<file path="config.mk">
export PLATFORM = sky130hd
export DESIGN_NAME = maint_cmd_sched
export DESIGN_NICKNAME = d
export VERILOG_FILES = /design/src/rtl/maint_cmd_sched.sv
export SDC_FILE = /design/constraint.sdc
export NUM_CORES = 1
export LEC_CHECK = 0
export ABC_CLOCK_PERIOD_IN_PS = 2000
export BUFFER_PORTS_ARGS = -buffer_cell sky130_fd_sc_hd__clkbuf_2
export CAP_MARGIN = 5
export CORE_UTILIZATION = 35
export CTS_BUF_LIST = sky130_fd_sc_hd__clkbuf_4 sky130_fd_sc_hd__clkbuf_8 sky130_fd_sc_hd__clkbuf_16
export DETAILED_ROUTE_END_ITERATION = 10
export PLACE_DENSITY_LB_ADDON = 0.2
export SLEW_MARGIN = 20
export SYNTH_ARGS = -nofsm -noshare
export SYNTH_HDL_FRONTEND = slang
export SYNTH_SLANG_ARGS = --single-unit
</file>
<file path="constraint.sdc">
create_clock -name clk -period 2 [get_ports clk]
set_input_delay 0.1 -clock clk [delete_from_list [all_inputs] [get_ports clk]]
set_output_delay 0.1 -clock clk [all_outputs]
set_load 0.01 [all_outputs]
</file>
<file path="src/rtl/maint_cmd_sched.sv">
// Maintenance command scheduler: arbitrates REF/ZQCS/PRD requests, stalls the host, precharges, issues one command.
// Latency: grant one cycle after a sampled request; ack lands the command's busy time + 1 cycles after acceptance.
// Backpressure: PREA/ISSUE hold valid and type until maint_cmd_ready; host_stall stays high for the whole sequence.
// Build option MAINT_SCHED_PRD_EN: periodic reads are arbitrated; otherwise they are auto-acked with no command.
module maint_cmd_sched #(
  parameter int TCQ      = 100,
  parameter int TRP_CK   = 6,
  parameter int TRFC_CK  = 64,
  parameter int TZQCS_CK = 32,
  parameter int TPRD_CK  = 8
) (
  input  logic       clk,
  input  logic       rst_n,
  input  logic       dfi_init_complete,
  input  logic       autoref_req,
  output logic       autoref_ack,
  input  logic       zq_req,
  output logic       zq_ack,
  input  logic       periodic_rd_req,
  output logic       periodic_rd_ack,
  output logic       host_stall,
  input  logic       host_idle,
  input  logic       banks_open,
  output logic       maint_cmd_valid,
  output logic [1:0] maint_cmd_type,
  input  logic       maint_cmd_ready,
  output logic       maint_busy
);

  typedef enum logic [2:0] {
    S_IDLE      = 3'd0,
    S_DRAIN     = 3'd1,
    S_PREA      = 3'd2,
    S_WAIT_RP   = 3'd3,
    S_ISSUE     = 3'd4,
    S_WAIT_DONE = 3'd5,
    S_ACK       = 3'd6
  } state_e;

  localparam logic [1:0] CMD_PREA = 2'd0;
  localparam logic [1:0] CMD_REF  = 2'd1;
  localparam logic [1:0] CMD_ZQCS = 2'd2;
  localparam logic [1:0] CMD_PRD  = 2'd3;

  // Timing parameters are carried in an 8-bit down-counter, so only the low byte matters.
  localparam logic [7:0] TRP_T   = 8'(TRP_CK);
  localparam logic [7:0] TRFC_T  = 8'(TRFC_CK);
  localparam logic [7:0] TZQCS_T = 8'(TZQCS_CK);
  localparam logic [7:0] TPRD_T  = 8'(TPRD_CK);

  // TCQ is kept on the interface for behavioural-model compatibility; registers here carry no delay.
  if (TCQ < 0) begin : g_tcq_negative
  end

  state_e     state_q, state_d;
  logic [1:0] sel_q, sel_d;
  logic [7:0] timer_q, timer_d;
  logic       prd_arb;
  logic       any_req;
  logic [1:0] win_sel;
  logic [7:0] done_time;
  logic       prd_seq_ack;

`ifdef MAINT_SCHED_PRD_EN
  assign prd_arb = periodic_rd_req;
`else
  assign prd_arb = 1'b0;
`endif

  assign any_req = autoref_req | zq_req | prd_arb;

  // Fixed priority pick: REF over ZQCS over PRD.
  always_comb begin
    win_sel = CMD_PRD;
    if (autoref_req) begin
      win_sel = CMD_REF;
    end else if (zq_req) begin
      win_sel = CMD_ZQCS;
    end
  end

  // Busy time of the command latched for this sequence.
  always_comb begin
    done_time = TPRD_T;
    case (sel_q)
      CMD_REF:  done_time = TRFC_T;
      CMD_ZQCS: done_time = TZQCS_T;
      default:  done_time = TPRD_T;
    endcase
  end

  // State, selected command and timer registers.
  always_ff @(posedge clk or negedge rst_n) begin
    if (!rst_n) begin
      state_q <= S_IDLE;
      sel_q   <= CMD_PREA;
      timer_q <= 8'd0;
    end else begin
      state_q <= state_d;
      sel_q   <= sel_d;
      timer_q <= timer_d;
    end
  end

  // Sequence control: next state, timer loads and Moore outputs.
  always_comb begin
    state_d         = state_q;
    sel_d           = sel_q;
    timer_d         = timer_q;
    maint_cmd_valid = 1'b0;
    maint_cmd_type  = CMD_PREA;
    autoref_ack     = 1'b0;
    zq_ack          = 1'b0;
    prd_seq_ack     = 1'b0;
    host_stall      = (state_q != S_IDLE);
    maint_busy      = (state_q != S_IDLE);

    case (state_q)
      S_IDLE: begin
        if (dfi_init_complete && any_req) begin
          state_d = S_DRAIN;
          sel_d   = win_sel;
        end
      end
      S_DRAIN: begin
        // Periodic reads work on whatever banks are open; only REF/ZQCS need them closed.
        if (host_idle) begin
          state_d = (banks_open && (sel_q != CMD_PRD)) ? S_PREA : S_ISSUE;
        end
      end
      S_PREA: begin
        maint_cmd_valid = 1'b1;
        maint_cmd_type  = CMD_PREA;
        if (maint_cmd_ready) begin
          timer_d = TRP_T;
          state_d = S_WAIT_RP;
        end
      end
      S_WAIT_RP: begin
        timer_d = timer_q - 8'd1;
        if (timer_q == 8'd1) begin
          state_d = S_ISSUE;
        end
      end
      S_ISSUE: begin
        maint_cmd_valid = 1'b1;
        maint_cmd_type  = sel_q;
        if (maint_cmd_ready) begin
          timer_d = done_time;
          state_d = S_WAIT_DONE;
        end
      end
      S_WAIT_DONE: begin
        timer_d = timer_q - 8'd1;
        if (timer_q == 8'd1) begin
          state_d = S_ACK;
        end
      end
      S_ACK: begin
        autoref_ack = (sel_q == CMD_REF);
        zq_ack      = (sel_q == CMD_ZQCS);
        prd_seq_ack = (sel_q == CMD_PRD);
        state_d     = S_IDLE;
      end
      default: begin
        state_d = S_IDLE;
      end
    endcase

    // Losing PHY init abandons the sequence without an ack; the request is retried later.
    if ((state_q != S_IDLE) && !dfi_init_complete) begin
      state_d = S_IDLE;
      timer_d = 8'd0;
    end
  end

`ifdef MAINT_SCHED_PRD_EN
  assign periodic_rd_ack = prd_seq_ack;
`else
  logic prd_req_q;
  logic prd_ack_q;

  // Auto-ack: one-cycle pulse on each rising edge of the periodic-read request.
  always_ff @(posedge clk or negedge rst_n) begin
    if (!rst_n) begin
      prd_req_q <= 1'b0;
      prd_ack_q <= 1'b0;
    end else begin
      prd_req_q <= periodic_rd_req;
      prd_ack_q <= periodic_rd_req & ~prd_req_q;
    end
  end

  // PRD never wins arbitration in this build, so the sequence ack term stays low.
  assign periodic_rd_ack = prd_ack_q | prd_seq_ack;
`endif

endmodule

</file>
==> out/results.tsv, run 1 <==
stage	metric	value	unit
run_status	status	finished, violations left	
run_status	violations	design-rule violations	
synth	syn_area	0.00108	sq mm
synth	ys_ff_latch	15	
synth	synthFlopType	dfrtp_1	
floorplan	start_util	38.2	%
sta	tns	0	ns
drt	drc	4	
synth	synth_area_leaders	dfrtp_1, ha_1, inv_1, nor2_1, o21ai_0	
run	maxCapViolCount	0	
final_layout	area_growth	13.4	%
global_route	grt_pass1_vias	884	
synth	avgSynthCellArea	9.31	sq um
floorplan	boundaryPins	17	
floorplan	die_area	0.00331	sq mm
global_route	grt_start_max_net_pins	16	
worst_setup_path	critPathMaxFanout	15	
drt	vias	930	
synth	syn_nets	131	
sta	drv_slew	0	
synth	yosysSeqAreaShare	34.8	%
placed_design	numPortBuffers	16	
power_and_ir_drop	powerDensity	1340	mW/mm^2
sta	finalClockSkew	0.00756	ns
final_layout	diodes	0	
worst_setup_path	crit_type	flop to flop	
floorplan	rows	19	
placed_design	dp_hpwl	1870	um
power_and_ir_drop	power_frac_comb	53.6	%
sta	fmax	552	MHz
final_layout	drive_above_1_share	25.6	%
sta	max_slew_margin	62.9	%
floorplan	die_x	57.5	um
final_layout	fin_nets	149	
clocking	clockRootBuffer	clkbuf_4	
synth	yosys_warnings	0	
clocking	numCtsBuffers	3	
drt	via_per_inst	5.67	
global_route	grt_pass1_wl	4200	um
drt	drtPass1Iterations	7	
clocking	ctsResizeCount	0	
worst_setup_path	path_cells	xor2_2 -> o22ai_2 -> mux2_1	
synth	synth_edf_count	0	
placed_design	place.gp.congestion	0.870	
clocking	cts_tree	done	
power_and_ir_drop	p_leak	0.557	nW
global_route	overflow	0	
synth	ys_async_sr_fraction	100	%
clocking	htreeDepth	1	
drt	ant_nets	0	
power_and_ir_drop	p_int	0.000856	W
worst_setup_path	crit_arrival	1.99	ns
drt	drtIter0Drc	49	
sta	min_period	1.81	ns
sta	setup_violations	0	
sta	hold_viol_final	0	
power_and_ir_drop	p_switching	0.000782	W
worst_setup_path	start_kind	flop	
power_and_ir_drop	power_frac_clock	11.7	%
sta	fin_crit_sh	90.6	%
global_route	grt_util_all_layers	16.8	%
sta	worst_pin_slew	0.556	ns
synth	synth_top_cell_by_area	dfrtp_1	
sta	fin_hold_ws	0.0680	ns
clocking	clock_path_buffers	2	
floorplan	die_h	57.5	um
synth	synth_top_area_share	34.8	%
power_and_ir_drop	switching_share	47.7	%
worst_setup_path	cp.required	2.17	ns
synth	synth_cells	116	
power_and_ir_drop	power_frac_seq	34.7	%
clocking	worstSkewPairLatency	0.29	ns
sta	rsz0062_at_grt	no	
drt	routed_wl	2440	um
power_and_ir_drop	max-vdd-ir-drop	0.600	mV
worst_setup_path	end_kind	flop	
worst_setup_path	worst_path_max_delay_cell	dfrtp_1	
clocking	clk_pin_slew	0.09	ns
drt	wire_per_inst	14.9	um
synth	synth.distinct_cells	48	
worst_setup_path	slowest_delay	0.71	ns
hold_path	hp-class	primary input to flop	
global_route	antenna_found_initial	0	
floorplan	fp.coreArea	0.00283	sq mm
clocking	clock_sinks	15	
[state kept, by name, indices dropped and copies added (netlist names)]
signal and flops:
prd_ack_q 1, prd_req_q 1, sel_q 2, state_q 3, timer_q 8
[cells in the final DEF, fill, tap and decap left out, types with 2 or more instances in the layout]
cell / Yosys / routed
clkbuf_2: 0 / 16
a22o_1: 2 / 2
nor3_1: 3 / 3
and4_1: 2 / 2
ha_1: 6 / 6
nand3b_1: 2 / 2
dlygate4sd3_1: 0 / 2
clkbuf_4: 0 / 4
xnor2_1: 2 / 2
a21oi_1: 5 / 5
o21ai_1: 2 / 2
nand3_1: 4 / 4
o21ai_0: 6 / 6
nand2_1: 6 / 6
dfrtp_1: 15 / 15
nor3_2: 2 / 2
inv_1: 10 / 10
and3_1: 2 / 2
a32oi_1: 2 / 2
nor2_1: 9 / 9
a31oi_1: 2 / 2
nand2b_1: 2 / 2
[path summary, 6_finish.rpt]
check | from | endpoint | slack (ns) | cells past startpoint
max in group asynchronous | rst_n | timer_q[2] | 1.46 | 2
min in group asynchronous | rst_n | state_q[1] | 0.26 | 2
worst max register to register | state_q[1] | timer_q[1] | 0.19 | 3
worst max-delay path | state_q[1] | timer_q[1] | 0.19 | 3
worst min register to register | prd_req_q | prd_ack_q | 0.41 | 1
worst min-delay path | autoref_req | sel_q[1] | 0.07 | 2
[cells in the mapped netlist, drive strengths merged, types with 2 or more instances]
cell,n
a32oi,2
and4,2
nor3,5
o21ai,9
a21oi,6
nand2b,2
buf,5
nand3b,2
ha,6
xnor2,3
dfrtp,15
a31oi,2
nor2,9
nand2,7
and3,2
o31ai,2
a22o,2
nand3,4
or4,2
inv,10
[cell families (layout without fill, tap and decap cells)]
group	Yosys count	count (layout)	share of synthesized area (%)
multiplexers	2	2	1.97
AO/OA/AOI/OAI	34	34	24.8
flip-flops	15	15	34.8
adder cells (fa/ha/maj)	6	6	6.95
XOR/XNOR	4	4	4.64
AND/OR/NAND/NOR	39	39	20.5
buffers and inverters	16	33	6.37
[through the flow]
step	cells	power, W	setup WS, ns	cell area (sq um)	util (%)
2_1_floorplan	116	0.00123	0.485	1080	-
3_3_place_gp	158	0.00142	0.286	1170	41.5
4_1_cts	164	0.00165	0.203	1220	43.3
6_report	164	0.00164	0.188	1220	43.3
5_1_grt	164	0.00180	0.0740	1220	43.3
3_5_place_dp	158	0.00145	0.218	1170	41.5
[critical path, delay by kind of cell (launching register included)]
family,cells,cell delay [ns]
AOI/OAI and AO/OA,1,0.41
DFF,1,0.71
xor gates and xnor gates,1,0.21
muxes,1,0.36
[final cells by class]
cell class	count	area, sq um
multi-input combinational	85	636
clock buffer	4	30.0
timing repair buffer	19	108
fill	294	1600
tap	31	38.8
sequential	15	375
inverter	10	37.5
[layer usage]
metal	global-route usage, %	vias to the layer above	part of all wire [%]
li1	-	459	-
met1	23.8	438	50
met2	24.1	29	44
met3	4.76	4	4.9
met4	6.27	0	1.2
met5	0	-	0
[what timing repair did]
item,CTS,global route
hold buffers,2,0
endpoints found under the hold margin,16,0
buffers inserted,0,0
[power groups by stage]
stage | Sequential (W) | Combinational [W] | Clock (W)
floorplan | 0.000481 | 0.000751 | 0
global placement | 0.000568 | 0.000856 | 0
detailed placement | 0.000575 | 0.000871 | 0
CTS | 0.000568 | 0.000880 | 0.000201
global route | 0.000596 | 0.000984 | 0.000217
finish | 0.000568 | 0.000878 | 0.000192
(Power assumes the default switching activity.)
==> run 2: changes to the inputs <==
- CORE_UTILIZATION: 35 -> 41
- CTS_BUF_LIST: sky130_fd_sc_hd__clkbuf_4 sky130_fd_sc_hd__clkbuf_8 sky130_fd_sc_hd__clkbuf_16 -> not set
==> run 2 against run 1 <==
Compared with the run above:
- the flow now finishes without violations
- largest power group unchanged
- critical path type unchanged
- highest routed layer unchanged
- setup slack lost 0.031 ns
- clock skew grew 0.0058 ns
- design area is 0.41% lower
==> out/results.tsv, run 2 (same netlist as run 1, synthesis figures left out) <==
stage	metric	value	unit
run_status	status	complete, no violations	
clocking	ctsResizeCount	0	
sta	drv_slew	0	
worst_setup_path	slowest_delay	0.72	ns
power_and_ir_drop	p_leak	0.554	nW
floorplan	boundaryPins	17	
sta	finalClockSkew	0.0134	ns
clocking	cts_tree	done	
placed_design	numPortBuffers	16	
placed_design	place.gp.congestion	0.837	
clocking	clockRootBuffer	clkbuf_4	
final_layout	reg_top3	timer_q: 8 flops, state_q: 3 flops, sel_q: 2 flops	
final_layout	multiInputGateArea	636	sq um
worst_setup_path	path_delay_family	flip-flops	
global_route	overflow	0	
worst_setup_path	rrSetupSlack	0.16	ns
sta	fin_hold_ws	0.0578	ns
worst_setup_path	critPathMaxFanout	15	
clocking	clock_sinks	15	
clocking	numCtsBuffers	3	
drt	via_per_inst	5.65	
worst_setup_path	crit_buf_inv	0	
clocking	worstSkewPairLatency	0.29	ns
drt	drc	0	
sta	worst_pin_slew	0.579	ns
final_layout	seqCellArea	375	sq um
final_layout	fillers	245	
sta	setup_violations	0	
final_layout	final_common_cell	clkbuf_2	
worst_setup_path	start_kind	flop	
drt	drtPass1Iterations	4	
sta	tns	0	ns
final_layout	fin_cells	163	
floorplan	die_h	53.3	um
worst_setup_path	path_cells	xor2_2 -> o22ai_2 -> mux2_1	
drt	ant_nets	0	
final_layout	largest_reg_flops	8	
floorplan	die_x	53.3	um
final_layout	final_cell_mix	clkbuf_2, dfrtp_1, inv_1	
global_route	grt_util_all_layers	19.9	%
placed_design	dp_hpwl	1880	um
floorplan	start_util	43.6	%
global_route	grt_pass1_vias	872	
final_layout	diodes	0	
sta	hold_viol_final	0	
hold_path	hp-class	primary input to flop	
sta	max_slew_margin	61.4	%
final_layout	fin_nets	149	
drt	routed_wl	2470	um
worst_setup_path	cp.required	2.17	ns
clocking	cts_setup_buffers	0	
sta	fmax	542	MHz
clocking	htreeDepth	1	
floorplan	die_area	0.00284	sq mm
worst_setup_path	crit_arrival	2.01	ns
worst_setup_path	worst_path_max_delay_cell	dfrtp_1	
final_layout	top_register	timer_q	
drt	wire_per_inst	15.2	um
sta	rsz0062_at_grt	no	
power_and_ir_drop	totalPowerFinal	0.00163	W
global_route	grt_pass1_wl	4000	um
global_route	grt_start_max_net_pins	16	
floorplan	fp.coreArea	0.00248	sq mm
global_route	antenna_found_initial	0	
placed_design	place_inst	157	
drt	vias	921	
clocking	clk_pin_slew	0.09	ns
floorplan	rows	18	
power_and_ir_drop	powerDensity	1340	mW/mm^2
clocking	clock_path_buffers	2	
worst_setup_path	crit_type	flop to flop	
power_and_ir_drop	max-vdd-ir-drop	0.677	mV
final_layout	drive_above_1_share	24.8	%
drt	drtIter0Drc	32	
final_layout	area_growth	13.0	%
sta	fin_crit_sh	92.2	%
sta	min_period	1.84	ns
worst_setup_path	end_kind	flop	
run	maxCapViolCount	0	
-- run 2: changes by cell type in the layout (fill, tap and decap cells not counted) --
cell / previous run / this run
clkbuf_1: 0 / 1
clkbuf_4: 4 / 3
-- run 2: metal layers --
| metal | up-vias | part of all wire, % | global-route usage (%) |
|---|---|---|---|
| li1 | 454 | - | - |
| met1 | 433 | 47 | 25.9 |
| met2 | 32 | 47 | 31.7 |
| met3 | 2 | 6.0 | 5.17 |
| met4 | 0 | 0.24 | 6.14 |
| met5 | - | 0 | 0 |
-- run 2: final cells by class --
class / count / area share (%)
sequential: 15 / 30.8
inverter: 10 / 3.08
multi-input combinational: 85 / 52.1
tap: 30 / 3.08
timing repair buffer: 19 / 8.82
clock buffer: 4 / 2.15
-- run 2: report_power, final --
part	internal [W]	leakage (nW)	switching, W
Combinational	0.000379	0.346	0.000503
Clock	0.0000777	0.0150	0.0000983
Sequential	0.000389	0.192	0.000188
-- run 2: final timing paths --
| path | startpoint | endpoint | depth (start not counted) |
|---|---|---|---|
| hold reg to reg | prd_req_q | prd_ack_q | 1 |
| max in group asynchronous | rst_n | state_q[0] | 2 |
| setup reg to reg | state_q[1] | timer_q[1] | 3 |
| hold / removal | autoref_req | sel_q[1] | 2 |
| setup / recovery | state_q[1] | timer_q[1] | 3 |
| min in group asynchronous | rst_n | timer_q[5] | 2 |
-- run 2: stage by stage --
stage                     worst slack [ns]  util [%]  area [sq um]
after global placement               0.285      47.4          1170
after CTS                            0.179      49.2          1220
after floorplan                      0.485         -          1080
final                                0.156      49.2          1220
after global routing                0.0596      49.2          1220
after detailed placement             0.199      47.4          1170
-- run 2: what timing repair did --
item                                   in CTS  in global routing
setup endpoints to repair                   0                  0
hold buffers                                2                  0
endpoints found under the hold margin      16                  0
-- run 2: worst reg2reg max path: cells and delay by family (launching register included) --
family	cells	cell delay [ns]
muxes	1	0.37
DFF	1	0.72
AOI/OAI and AO/OA	1	0.40
xor gates and xnor gates	1	0.23
